<file path="config.mk">
export PLATFORM = sky130hd
export DESIGN_NAME = lcd_timing_seq
export DESIGN_NICKNAME = d
export VERILOG_FILES = /design/src/rtl/lcd_pkg.sv /design/src/rtl/lcd_stat_irq.sv /design/src/rtl/lcd_timing_seq.sv
export SDC_FILE = /design/constraint.sdc
export NUM_CORES = 1
export LEC_CHECK = 0
export BUFFER_PORTS_ARGS = -buffer_cell sky130_fd_sc_hd__buf_2
export CAP_MARGIN = 20
export CORE_MARGIN = 3
export CORE_UTILIZATION = 25
export CTS_CLUSTER_DIAMETER = 30
export DETAILED_ROUTE_END_ITERATION = 8
export SLEW_MARGIN = 40
export SYNTH_ARGS = -nofsm -noshare
export SYNTH_HDL_FRONTEND = slang
export SYNTH_SLANG_ARGS = --single-unit
</file>
<file path="constraint.sdc">
create_clock -name clk2 -period 2.1 [get_ports clk2]
set_input_delay 0.42 -clock clk2 [delete_from_list [all_inputs] [get_ports clk2]]
set_output_delay 0.42 -clock clk2 [all_outputs]
set_load 0.05 [all_outputs]
</file>
<file path="src/rtl/lcd_pkg.sv">
// Shared types and default timing constants for the LCD line/frame sequencer.
package lcd_pkg;

    // STAT mode encoding as seen by software in STAT[1:0].
    typedef enum logic [1:0] {
        MODE_HBLANK = 2'd0,
        MODE_VBLANK = 2'd1,
        MODE_OAM    = 2'd2,
        MODE_XFER   = 2'd3
    } lcd_mode_t;

    // Default frame geometry in dots and lines.
    localparam int DEF_DOTS_PER_LINE   = 456;
    localparam int DEF_LINES_PER_FRAME = 154;
    localparam int DEF_VISIBLE_LINES   = 144;
    localparam int DEF_OAM_DOTS        = 80;
    localparam int DEF_XFER_MAX_DOTS   = 289;

    // Bit positions inside the STAT interrupt enable field.
    localparam int STAT_IE_MODE0 = 0;
    localparam int STAT_IE_MODE1 = 1;
    localparam int STAT_IE_MODE2 = 2;
    localparam int STAT_IE_LYC   = 3;

endpackage

</file>
<file path="src/rtl/lcd_stat_irq.sv">
// STAT interrupt line: OR of the enabled sources, then a rising-edge detect
// so a line that stays high across a mode change does not re-trigger.
module lcd_stat_irq
    import lcd_pkg::*;
(
    input  logic       i_clk,
    input  logic       i_srst,
    input  lcd_mode_t  i_mode,
    input  logic       i_lyc_match,
    input  logic [3:0] i_stat_ie,
    output logic       o_int_stat
);

    logic w_stat_line;
    logic r_stat_line_prev;
    logic r_int_stat;

    // Combine every enabled STAT source into the single shared line.
    always_comb begin
        w_stat_line = (i_stat_ie[STAT_IE_MODE0] && (i_mode == MODE_HBLANK))
                    | (i_stat_ie[STAT_IE_MODE1] && (i_mode == MODE_VBLANK))
                    | (i_stat_ie[STAT_IE_MODE2] && (i_mode == MODE_OAM))
                    | (i_stat_ie[STAT_IE_LYC]   && i_lyc_match);
    end

    // Remember the previous line level and emit a pulse only on its rise.
    always_ff @(posedge i_clk) begin
        if (i_srst) begin
            r_stat_line_prev <= 1'b0;
            r_int_stat       <= 1'b0;
        end else begin
            r_stat_line_prev <= w_stat_line;
            r_int_stat       <= w_stat_line & ~r_stat_line_prev;
        end
    end

    assign o_int_stat = r_int_stat;

endmodule

</file>
<file path="src/rtl/lcd_timing_seq.sv">
// Dot/line counters, STAT mode FSM and pacing strobes for the LCD path.
module lcd_timing_seq
    import lcd_pkg::*;
#(
    parameter int DOTS_PER_LINE   = DEF_DOTS_PER_LINE,
    parameter int LINES_PER_FRAME = DEF_LINES_PER_FRAME,
    parameter int VISIBLE_LINES   = DEF_VISIBLE_LINES,
    parameter int OAM_DOTS        = DEF_OAM_DOTS,
    parameter int XFER_MAX_DOTS   = DEF_XFER_MAX_DOTS
) (
    input  logic       clk2,
    input  logic       reset_video,
    input  logic       lcd_en,
    input  logic [7:0] lyc,
    input  logic [3:0] stat_ie,
    input  logic       xfer_done,
    output logic [7:0] ly,
    output logic [8:0] dot,
    output logic [1:0] mode,
    output logic       lyc_match,
    output logic       pipe_run,
    output logic       line_start,
    output logic       frame_start,
    output logic       int_vblank,
    output logic       int_stat
);

    localparam logic [8:0] LP_DOT_LAST  = 9'(DOTS_PER_LINE - 1);
    localparam logic [7:0] LP_LINE_LAST = 8'(LINES_PER_FRAME - 1);
    localparam logic [7:0] LP_VBL_LINE  = 8'(VISIBLE_LINES);
    localparam logic [8:0] LP_XFER_DOT  = 9'(OAM_DOTS);
    localparam logic [8:0] LP_XFER_END  = 9'(OAM_DOTS + XFER_MAX_DOTS);

    // Held in reset whenever the panel is off.
    logic       w_srst;
    logic       r_running;
    logic [7:0] r_ly;
    logic [8:0] r_dot;
    lcd_mode_t  r_mode;
    logic       r_lyc_match;
    logic       r_pipe_run;
    logic       r_line_start;
    logic       r_frame_start;
    logic       r_int_vblank;

    logic [7:0] w_ly_next;
    logic [8:0] w_dot_next;
    lcd_mode_t  w_mode_next;
    logic       w_line_start_next;

    assign w_srst = reset_video | ~lcd_en;

    // Next counter position and mode, all derived from the upcoming dot/line.
    always_comb begin
        w_ly_next   = r_ly;
        w_dot_next  = r_dot + 9'd1;
        w_mode_next = r_mode;
        if (!r_running) begin
            // First enabled edge lands on line 0, dot 0.
            w_ly_next  = 8'd0;
            w_dot_next = 9'd0;
        end else if (r_dot == LP_DOT_LAST) begin
            w_dot_next = 9'd0;
            w_ly_next  = (r_ly == LP_LINE_LAST) ? 8'd0 : r_ly + 8'd1;
        end

        if (w_ly_next >= LP_VBL_LINE) begin
            w_mode_next = MODE_VBLANK;
        end else if (w_dot_next == 9'd0) begin
            w_mode_next = MODE_OAM;
        end else if (w_dot_next == LP_XFER_DOT) begin
            w_mode_next = MODE_XFER;
        end else if ((r_mode == MODE_XFER) &&
                     (xfer_done || (w_dot_next == LP_XFER_END))) begin
            // Pixel pipe finished, or it stalled and the timeout ends the line.
            w_mode_next = MODE_HBLANK;
        end

        w_line_start_next = (w_dot_next == 9'd0);
    end

    // State register; every output is taken straight from a flop.
    always_ff @(posedge clk2) begin
        if (w_srst) begin
            r_running     <= 1'b0;
            r_ly          <= 8'd0;
            r_dot         <= 9'd0;
            r_mode        <= MODE_HBLANK;
            r_lyc_match   <= 1'b0;
            r_pipe_run    <= 1'b0;
            r_line_start  <= 1'b0;
            r_frame_start <= 1'b0;
            r_int_vblank  <= 1'b0;
        end else begin
            r_running     <= 1'b1;
            r_ly          <= w_ly_next;
            r_dot         <= w_dot_next;
            r_mode        <= w_mode_next;
            r_lyc_match   <= (r_ly == lyc);
            r_pipe_run    <= (w_mode_next == MODE_XFER);
            r_line_start  <= w_line_start_next;
            r_frame_start <= w_line_start_next && (w_ly_next == 8'd0);
            r_int_vblank  <= w_line_start_next && (w_ly_next == LP_VBL_LINE);
        end
    end

    lcd_stat_irq u_stat_irq (
        .i_clk       (clk2),
        .i_srst      (w_srst),
        .i_mode      (r_mode),
        .i_lyc_match (r_lyc_match),
        .i_stat_ie   (stat_ie),
        .o_int_stat  (int_stat)
    );

    assign ly          = r_ly;
    assign dot         = r_dot;
    assign mode        = r_mode;
    assign lyc_match   = r_lyc_match;
    assign pipe_run    = r_pipe_run;
    assign line_start  = r_line_start;
    assign frame_start = r_frame_start;
    assign int_vblank  = r_int_vblank;

endmodule

</file>
==> results of run 1 <==
sequential cells by signal, indices dropped and copies added, names as in the netlist:
name / cells
r_running: 1
frame_start: 1
mode: 2
u_stat_irq.o_int_stat: 1
ly: 8
dot: 9
u_stat_irq.r_stat_line_prev: 1
lyc_match: 1
line_start: 1
int_vblank: 1
pipe_run: 1
logic make-up after synthesis:
group,Yosys count,synth area share [%]
AND/OR/NAND/NOR,88,29.23
AO/OA/AOI/OAI,33,16.46
flip-flops,27,33.86
XOR/XNOR,22,12.07
buffers and inverters,17,5.407
adder cells (fa/ha/maj),3,2.351
multiplexers,1,0.6270
final cells by class:
cell class                      instances  area (um^2)
Clock buffer                            3        41.29
Clock inverter                          1        6.256
Fill cell                             639         4040
Inverter                                4        15.01
Multi-Input combinational cell        147         1031
Sequential cell                        27        565.5
Tap cell                               75        93.84
Timing Repair Buffer                   49        267.8
synth_stat cells, drive strengths merged (2+ instances only):
| master | instances |
|---|---|
| o311ai | 2 |
| nand4 | 4 |
| nand3 | 9 |
| o21ai | 4 |
| o21bai | 2 |
| and2 | 5 |
| buf | 8 |
| o31ai | 3 |
| xor2 | 12 |
| clkbuf | 5 |
| nor2b | 7 |
| a31oi | 2 |
| a311oi | 2 |
| or4 | 2 |
| nor3 | 3 |
| xnor2 | 10 |
| and3 | 8 |
| a211o | 2 |
| and4b | 2 |
| nor4 | 4 |
| inv | 4 |
| dfxtp | 27 |
| nand2 | 11 |
| a21oi | 5 |
| nor2 | 28 |
| ha | 3 |
routing by layer:
| metal | track usage [%] | share of wire (%) | vias to the layer above |
|---|---|---|---|
| met4 | 3.453 | 1.0 | 0 |
| met5 | 0 | 0 | - |
| li1 | - | - | 759 |
| met1 | 14.78 | 47 | 713 |
| met3 | 2.209 | 3.4 | 4 |
| met2 | 19.27 | 48 | 23 |
worst max-delay path, stage by stage (launching register included):
cell and delay, ns:
dfxtp_4 0.39, ha_4 0.19, nand3_2 0.08, a2111o_1 0.45, a311o_1 0.33, o31ai_4 0.28, o311ai_4 0.14, nor4_2 0.13
path summary, 6_finish.rpt:
kind,startpoint,endpoint,depth (start not counted)
worst max register to register,dot[1]$_SDFF_PN0_,int_vblank$_SDFF_PN0_,7
worst min-delay path,u_stat_irq.r_stat_line_prev$_SDFF_PN0_,u_stat_irq.o_int_stat$_SDFF_PN0_,1
worst max-delay path,dot[1]$_SDFF_PN0_,int_vblank$_SDFF_PN0_,7
worst min register to register,u_stat_irq.r_stat_line_prev$_SDFF_PN0_,u_stat_irq.o_int_stat$_SDFF_PN0_,1
repair_timing:
item / in CTS / in global routing
buffers inserted: 0 / 2
hold endpoints to repair: 0 / 0
gates resized for setup: 0 / 5
endpoints found under the setup margin: 0 / 7
power by group through the flow:
stage / combinational (mW) / sequential [mW] / clock (mW)
floorplan: 0.0272 / 0.546 / 0
global placement: 0.0731 / 0.530 / 0
detailed placement: 0.0738 / 0.530 / 0
CTS: 0.0741 / 0.518 / 0.316
global route: 0.0825 / 0.520 / 0.343
finish: 0.0754 / 0.518 / 0.307
stage by stage:
| stage | instance area, um^2 | setup slack (ns) | hold slack [ns] | total power [mW] | instances |
|---|---|---|---|---|---|
| 3_5_place_dp | 1927 | 0.04998 | 0.3764 | 0.6042 | 300 |
| 5_1_grt | 2021 | -0.07920 | 0.4198 | 0.9452 | 306 |
| 6_report | 2021 | 0.03467 | 0.3869 | 0.9004 | 306 |
| 2_1_floorplan | 1652 | -0.02541 | 0.3674 | 0.5735 | 191 |
| 4_1_cts | 1974 | 0.003497 | 0.3908 | 0.9089 | 304 |
| 3_3_place_gp | 1927 | 0.09521 | 0.3714 | 0.6036 | 300 |
==> out/qor.csv, run 1 <==
stage,metric,value,unit
sta,tns,0,ns
synth,syn_nets,210,
pwr,switchingPower,0.2202,mW
clock_tree,cts_hold_buf,0,
min_path,min_path_type,flop to flop,
clock_tree,clkTransAtPathRegs,0.10,ns
grt,groute.usage.overall,11.46,%
grt,overflow,0,
pwr,switching_share,24.46,%
flow_run,max-cap-violations,0,
synth,async_reset_ff_share,0,%
sta,setup_viol,0,
sta,timing.fmax,0.4842,GHz
floorplanning,die_x,85.92,um
floorplanning,coreArea,0.006061,mm^2
critical_path,critPathMaxFanout,9,
finish,diodes,0,
synth,yosys_most_used_dff,dfxtp_1,
place,io_buffers,40,
pwr,p_clk_share,34.1,%
synth,synth.area.top_cells,"dfxtp_1 (34%), nor2_1 (6.6%), xor2_1 (6.6%)",
clock_tree,max-clock-path-buffers,2,
synth,ys.warnings.count,0,
finish,final_common_cell,buf_2,
clock_tree,clk_latency,0.28,ns
finish,drive_gt1_share,32.03,%
grt,grt_pass1_wl,6900,um
routing,wl_per_cell,13.34,um
grt,grt_max_degree,17,
sta,skew,0.007333,ns
finish,final_cell_mix,"buf_2 (40), nor2_1 (28), dfxtp_1 (17)",
grt,antenna_found_initial,0,
pwr,leakage,0.8507,nW
critical_path,reg2reg_slack,0.03,ns
routing,totalWireLength,4083,um
grt,grt_pass1_vias,1441,
synth,yosys.area.top_type_share,33.86,%
floorplanning,initial_core_util,26.34,%
pwr,peakVddDrop,277.2,uV
routing,antenna_left,0,
floorplanning,dieHeight,85.92,um
critical_path,worstSetupPathType,flop to flop,
routing,viasPerCell,4.899,
routing,dr_total_vias,1499,
finish,nNetsFinal,251,
clock_tree,cts.sinks,27,
synth,synth_cells,191,
sta,rsz0062_at_grt,yes,
synth,ys_seq_area_share,33.86,%
sta,tightestPinTransition,0.3739,ns
clock_tree,numCtsBuffers,3,
finish,fin_util,33.34,%
pwr,seqPwrFrac,57.6,%
critical_path,endpoint_kind,flop,
synth,ys_ff_latch,27,
sta,finalCritPeriodShare,98.35,%
routing,drc,0,
sta,slew_violations,0,
synth,netlist_area,0.001597,mm^2
critical_path,critPathRequiredTime,2.30,ns
floorplanning,std_cell_rows,28,
pwr,p_int,0.6802,mW
routing,dr.pass1.iters,4,
floorplanning,die_area,0.007381,mm^2
pwr,power_frac_comb,8.4,%
sta,slew_headroom,74.91,%
critical_path,critPathLaunchType,flop,
place,gp_congestion,0.7971,
sta,hold_violations,0,
routing,initialDrtViolationCount,128,
place,place_hpwl,3087,um
synth,synth_top_area_cell,dfxtp_1,
critical_path,crit_arrival,2.27,ns
clock_tree,cts_tree,yes,
finish,syn_to_final_growth,26.57,%
sta,layout_min_cycle_time,2.065,ns
synth,syn_area_per_cell,8.359,um^2
clock_tree,root_buffer,clkbuf_8,
floorplanning,pin_count,41,
synth,synth_edf_count,0,
clock_tree,cts-htree-levels,1,
status,outcome,completed,
pwr,power_density,445.6,mW/mm^2
synth,yosysUniqueCellTypes,48,
Power figures use the tool's default switching activity.
==> inputs of run 2 (changes only) <==
--- a/config.mk
+++ b/config.mk
@@ -5,12 +5,13 @@
 export SDC_FILE = /design/constraint.sdc
 export NUM_CORES = 1
 export LEC_CHECK = 0
-export BUFFER_PORTS_ARGS = -buffer_cell sky130_fd_sc_hd__buf_2
+export BUFFER_PORTS_ARGS = -buffer_cell sky130_fd_sc_hd__buf_4
 export CAP_MARGIN = 20
 export CORE_MARGIN = 3
-export CORE_UTILIZATION = 25
+export CORE_UTILIZATION = 45
 export CTS_CLUSTER_DIAMETER = 30
 export DETAILED_ROUTE_END_ITERATION = 8
+export PLACE_DENSITY = 0.72
 export SLEW_MARGIN = 40
 export SYNTH_ARGS = -nofsm -noshare
 export SYNTH_HDL_FRONTEND = slang
==> run 2 against run 1 <==
Clock skew is 0.0050 ns lower. Worst hold slack worse by 0.0083 ns. Maximum frequency is 0.79% higher. Clock power is 22% lower. Sequential cell count stayed put. Utilization is 27 points higher. Sequential share of layout area is 0.43 points lower. Global-route usage is 6.8 points higher. Largest cell class unchanged. Largest power group unchanged. Highest routed layer unchanged.
==> out/qor.csv, run 2 (synthesis gave the netlist of run 1 again) <==
stage,metric,value,unit,change
finish,syn_to_final_growth,28.53,%,
grt,grt_max_degree,16,,-1
place,gp_congestion,0.8454,,+6.1%
routing,wl_per_cell,13.37,um,+0.22%
sta,rsz0062_at_grt,yes,,
finish,multi_input_comb_area,0.001003,mm^2,-2.7%
finish,drive_gt1_share,31.33,%,-0.70 points
critical_path,critPathSlowestCell,a2111o_1,,
sta,skew,0.002369,ns,-0.004964 ns
grt,use_met2,27.18,%,+7.9 points
flow_run,max-cap-violations,0,,unchanged
clock_tree,root_buffer,clkbuf_4,,
pwr,seqPwrFrac,61.6,%,+4.0 points
pwr,leakage,0.8518,nW,+0.13%
clock_tree,numCtsBuffers,3,,unchanged
finish,final_common_cell,buf_4,,
grt,met1_usage,26.74,%,+12 points
critical_path,critPathMaxFanout,10,,+1
critical_path,crit_arrival,2.31,ns,+0.04 ns
pwr,power_frac_comb,9.9,%,+1.5 points
clock_tree,clk_latency,0.33,ns,+0.05 ns
routing,drc,0,,unchanged
grt,overflow,0,,unchanged
place,place_hpwl,2839,um,-8.0%
sta,slew_headroom,76.20,%,+1.3 points
floorplanning,initial_core_util,47.10,%,+21 points
floorplanning,die_x,65.57,um,-24%
clock_tree,cts_tree,yes,,
critical_path,critPathLaunchType,flop,,
clock_tree,max-clock-path-buffers,2,,unchanged
grt,busiest_layer,met2,,
finish,nNetsFinal,253,,+0.80%
min_path,min_path_type,input port to flop,,
clock_tree,cts.sinks,27,,unchanged
floorplanning,std_cell_rows,21,,-25%
floorplanning,pin_count,41,,unchanged
floorplanning,coreArea,0.003390,mm^2,-44%
routing,initialDrtViolationCount,79,,-38%
routing,totalWireLength,3731,um,-8.6%
status,outcome,completed,,
clock_tree,cts-htree-levels,1,,unchanged
sta,tightestPinTransition,0.3545,ns,-0.01943 ns
pwr,peakVddDrop,231.9,uV,-16%
critical_path,endpoint_kind,flop,,
sta,layout_min_cycle_time,2.049,ns,-0.01620 ns
critical_path,critPathRequiredTime,2.36,ns,+0.06 ns
sta,finalCritPeriodShare,97.58,%,-0.77 points
sta,setup_ws,0.05086,ns,+0.01620 ns
sta,hold_violations,0,,unchanged
pwr,power_density,410.3,mW/mm^2,-7.9%
critical_path,crit_path_cell_trace,ha_4 > nand3_1 > a2111o_1 > a311o_1 > o31ai_4 > o311ai_2 > nor4_2,,
pwr,total_power,0.8419,mW,-6.5%
routing,dr.pass1.iters,4,,unchanged
finish,n_fill_cell,325,,-49%
grt,groute.usage.overall,18.28,%,+6.8 points
finish,final_cell_mix,"buf_4 (51), nor2_1 (28), dfxtp_1 (17)",,
grt,grt_pass1_wl,6292,um,-8.8%
pwr,p_int,0.6260,mW,-8.0%
grt,grt_util_met3,2.564,%,+0.35 points
routing,viasPerCell,5.516,,+13%
clock_tree,clkTransAtPathRegs,0.16,ns,+0.06 ns
place,dp_slack,-0.01528,ns,-0.06527 ns
place,io_buffers,40,,unchanged
pwr,switching_share,25.65,%,+1.2 points
finish,diodes,0,,unchanged
routing,antenna_left,0,,unchanged
grt,grt_pass1_vias,1332,,-7.6%
finish,seqCellArea,565.5,um^2,unchanged
sta,slew_violations,0,,unchanged
pwr,switchingPower,0.2159,mW,-2.0%
critical_path,worstSetupPathType,flop to flop,,
routing,dr_total_vias,1539,,+2.7%
sta,timing.fmax,0.4880,GHz,+0.79%
critical_path,max_stage_delay,0.43,ns,-0.02 ns
sta,setup_viol,0,,unchanged
grt,antenna_found_initial,0,,unchanged
finish,largest_register_ffs,9,,unchanged
floorplanning,die_area,0.004299,mm^2,-42%
floorplanning,dieHeight,65.57,um,-24%
pwr,p_clk_share,28.4,%,-5.7 points
-- run 2: cell types whose count changed in the layout (fill, tap and decap cells not counted), moves of 3 or more --
cell / delta
buf_2: -40
clkbuf_4: +3
buf_4: +42
clkbuf_8: -3
-- run 2: worst paths after layout --
kind	slack, ns	endpoint	depth (start not counted)	from
setup / recovery	0.05	int_vblank$_SDFF_PN0_	7	dot[1]$_SDFF_PN0_
hold / removal	0.38	lyc_match$_SDFF_PN0_	4	lyc[0]
setup reg to reg	0.05	int_vblank$_SDFF_PN0_	7	dot[1]$_SDFF_PN0_
hold reg to reg	0.39	u_stat_irq.o_int_stat$_SDFF_PN0_	1	u_stat_irq.r_stat_line_prev$_SDFF_PN0_
-- run 2: power by group through the flow --
stage               Combinational (mW)  Sequential (mW)  Clock [mW]
global route                    0.0903            0.520       0.263
CTS                             0.0843            0.519       0.241
floorplan                       0.0272            0.546           0
global placement                0.0818            0.530           0
finish                          0.0837            0.519       0.239
detailed placement              0.0827            0.530           0
-- run 2: timing repair --
item                       4_1_cts  5_1_grt
pin swaps                        3        0
gates resized for setup          0        1
hold endpoints to repair         0        0
setup endpoints to repair        1        3
hold buffers                     0        0
buffers inserted                 1        0
-- run 2: final cells by class --
cell class,count,share of cell area (%)
clock buffers,3,1.098
clock inverters,1,0.2439
inverters,4,0.7317
multi-input cells,147,48.90
flip-flops and latches,27,27.56
well taps,46,2.805
repair buffers,51,18.66
-- run 2: critical path: cells and delay by family (launching register included) --
family,cells,cell delay [ns]
fa+ha+maj,1,0.19
simple gates,2,0.24
flops,1,0.41
compound gates,4,1.11
-- run 2: metal layers --
layer,vias to the layer above,part of all wire [%]
li1,768,-
met1,719,49
met2,47,45
met3,5,5.0
met4,0,1.2
met5,-,0
-- run 2: metrics by stage --
step	utilization [%]	hold WS, ns	std cells	area (um^2)	setup TNS (ns)
after floorplan	-	0.3674	191	1652	-0.02541
after global routing	60.54	0.3987	279	2052	-0.1228
after global placement	59.39	0.3715	274	2013	0
final	60.54	0.3786	279	2052	0
after CTS	60.43	0.3806	279	2048	0
after detailed placement	59.39	0.3784	274	2013	-0.01528
==> inputs of run 3 (changes only) <==
==> constraint.sdc (replaced) <==
create_clock -name clk2 -period 2.1 [get_ports clk2]
set_input_delay 0.42 -clock clk2 [delete_from_list [all_inputs] [get_ports clk2]]
set_output_delay 0.42 -clock clk2 [all_outputs]
set_load 0.02 [all_outputs]
==> run 3 against run 2 <==
Clock-buffer cell count did not move. Power is 0.72% lower. Cell count up 5.0%. Via count rose by 2.0%. Critical path depth unchanged. Sequential power increased by 0.8%. Global-route usage grew 0.91 points. Sequential share of layout area fell by 2.0 points.
==> out/qor.csv, run 3 (synthesis gave the netlist of run 1 again) <==
stage,metric,value,unit,change
floorplanning,die_x,65.57,um,unchanged
clock_tree,cts-htree-levels,1,,unchanged
sta,layout_min_cycle_time,1.996,ns,-0.05293 ns
finish,fin_util,63.23,%,+2.7 points
clock_tree,cts_tree,yes,,
finish,drive_gt1_share,33.20,%,+1.9 points
sta,hold_violations,0,,unchanged
pwr,power_density,390.0,mW/mm^2,-4.9%
floorplanning,pin_count,41,,unchanged
routing,drc,0,,unchanged
critical_path,critPathMaxFanout,9,,-1
grt,grt_pass1_vias,1411,,+5.9%
floorplanning,std_cell_rows,21,,unchanged
finish,syn_to_final_growth,34.25,%,
sta,slew_violations,0,,unchanged
sta,finalCritPeriodShare,95.06,%,-2.5 points
routing,antenna_left,0,,unchanged
clock_tree,max-clock-path-buffers,2,,unchanged
critical_path,crit_arrival,2.26,ns,-0.05 ns
floorplanning,die_area,0.004299,mm^2,unchanged
routing,dr_total_vias,1570,,+2.0%
pwr,leakage,0.9264,nW,+8.8%
floorplanning,dieHeight,65.57,um,unchanged
place,gp_congestion,0.9262,,+9.6%
critical_path,endpoint_kind,flop,,
finish,diodes,0,,unchanged
sta,tightestPinTransition,0.3753,ns,+0.02088 ns
sta,rsz0062_at_grt,no,,
clock_tree,clkTransAtPathRegs,0.16,ns,about the same
finish,final_common_cell,buf_4,,
grt,grt_pass1_wl,6465,um,+2.7%
clock_tree,clk_latency,0.33,ns,about the same
grt,groute.usage.overall,19.19,%,+0.91 points
critical_path,critPathRequiredTime,2.36,ns,about the same
routing,initialDrtViolationCount,101,,+28%
sta,setup_viol,0,,unchanged
sta,timing.fmax,0.5010,GHz,+2.7%
finish,final_cell_mix,"buf_4 (65), nor2_1 (28), dfxtp_1 (23)",,
critical_path,critPathLaunchType,flop,,
sta,hold_slack,0.3610,ns,-0.01766 ns
clock_tree,cts.sinks,27,,unchanged
pwr,peakVddDrop,217.1,uV,-6.4%
place,dp.cells,289,,+5.5%
status,outcome,completed,,
min_path,min_path_type,input port to flop,,
grt,grt_max_degree,17,,+1
critical_path,worstSetupPathType,flop to flop,,
floorplanning,initial_core_util,47.10,%,unchanged
finish,nNetsFinal,267,,+5.5%
grt,overflow,0,,unchanged
place,io_buffers,40,,unchanged
grt,antenna_found_initial,0,,unchanged
routing,totalWireLength,4035,um,+8.1%
sta,skew,0.009410,ns,+0.007041 ns
place,place_hpwl,3178,um,+12%
clock_tree,cts_hold_buf,0,,unchanged
routing,viasPerCell,5.358,,-2.9%
flow_run,max-cap-violations,0,,unchanged
routing,dr.pass1.iters,5,,+1
floorplanning,coreArea,0.003390,mm^2,unchanged
critical_path,reg2reg_slack,0.10,ns,+0.05 ns
clock_tree,numCtsBuffers,3,,unchanged
finish,largest_register_ffs,9,,unchanged
clock_tree,post-cts-setup-buffers,0,,-1
sta,slew_headroom,74.65,%,-1.5 points
clock_tree,root_buffer,clkbuf_4,,
routing,wl_per_cell,13.77,um,+3.0%
finish,final_cells,293,,+5.0%
[run 3: where the power goes]
group / internal (mW) / switching, mW
registers: 0.518 / 0.00471
clock network: 0.0744 / 0.162
logic: 0.0427 / 0.0334
total: 0.635 / 0.201
[run 3: worst paths after layout]
| kind | from | to | cells past startpoint |
|---|---|---|---|
| min | lyc[0] | lyc_match$_SDFF_PN0_ | 4 |
| min reg2reg | u_stat_irq.r_stat_line_prev$_SDFF_PN0_ | u_stat_irq.o_int_stat$_SDFF_PN0_ | 1 |
| max reg2reg | dot[0]$_SDFF_PN0_ | int_vblank$_SDFF_PN0_ | 7 |
| max | dot[0]$_SDFF_PN0_ | int_vblank$_SDFF_PN0_ | 7 |
[run 3: timing repair]
item	CTS	global route
pin swaps	3	1
setup endpoints to repair	2	3
resized for setup	2	3
hold endpoints to repair	0	0
[run 3: area by class of cell]
class	instances	area [um^2]
flip-flops and latches	27	548.0
fillers	297	1246
clock buffers	3	22.52
clock inverters	1	6.256
multi-input cells	147	1006
repair buffers	65	488.0
inverters	4	15.01
well taps	46	57.56
[run 3: per-stage QoR]
step	setup TNS [ns]	worst slack [ns]	cell area [um^2]	total power, mW
after floorplan	-0.02618	-0.02618	1622	0.5675
after CTS	0	0.03868	2136	0.8443
after global placement	0	0.04515	2096	0.6089
final	0	0.1038	2143	0.8359
after detailed placement	0	0.02795	2096	0.6098
after global routing	0	0.01424	2143	0.8656
[run 3: metal layers]
metal	GRT usage (%)	up-vias	share of wire, %
met3	2.051	4	6.4
li1	-	792	-
met1	26.62	719	46
met4	5.440	0	0.99
met5	0	-	0
met2	31.35	55	47
[run 3: worst max-delay path: stages, from the launching register on]
cell and delay (ns):
dfxtp_4 0.38, ha_4 0.19, a21o_1 0.18, a2111o_1 0.37, a311o_1 0.32, o31ai_4 0.21
o311ai_2 0.15, nor4_2 0.14
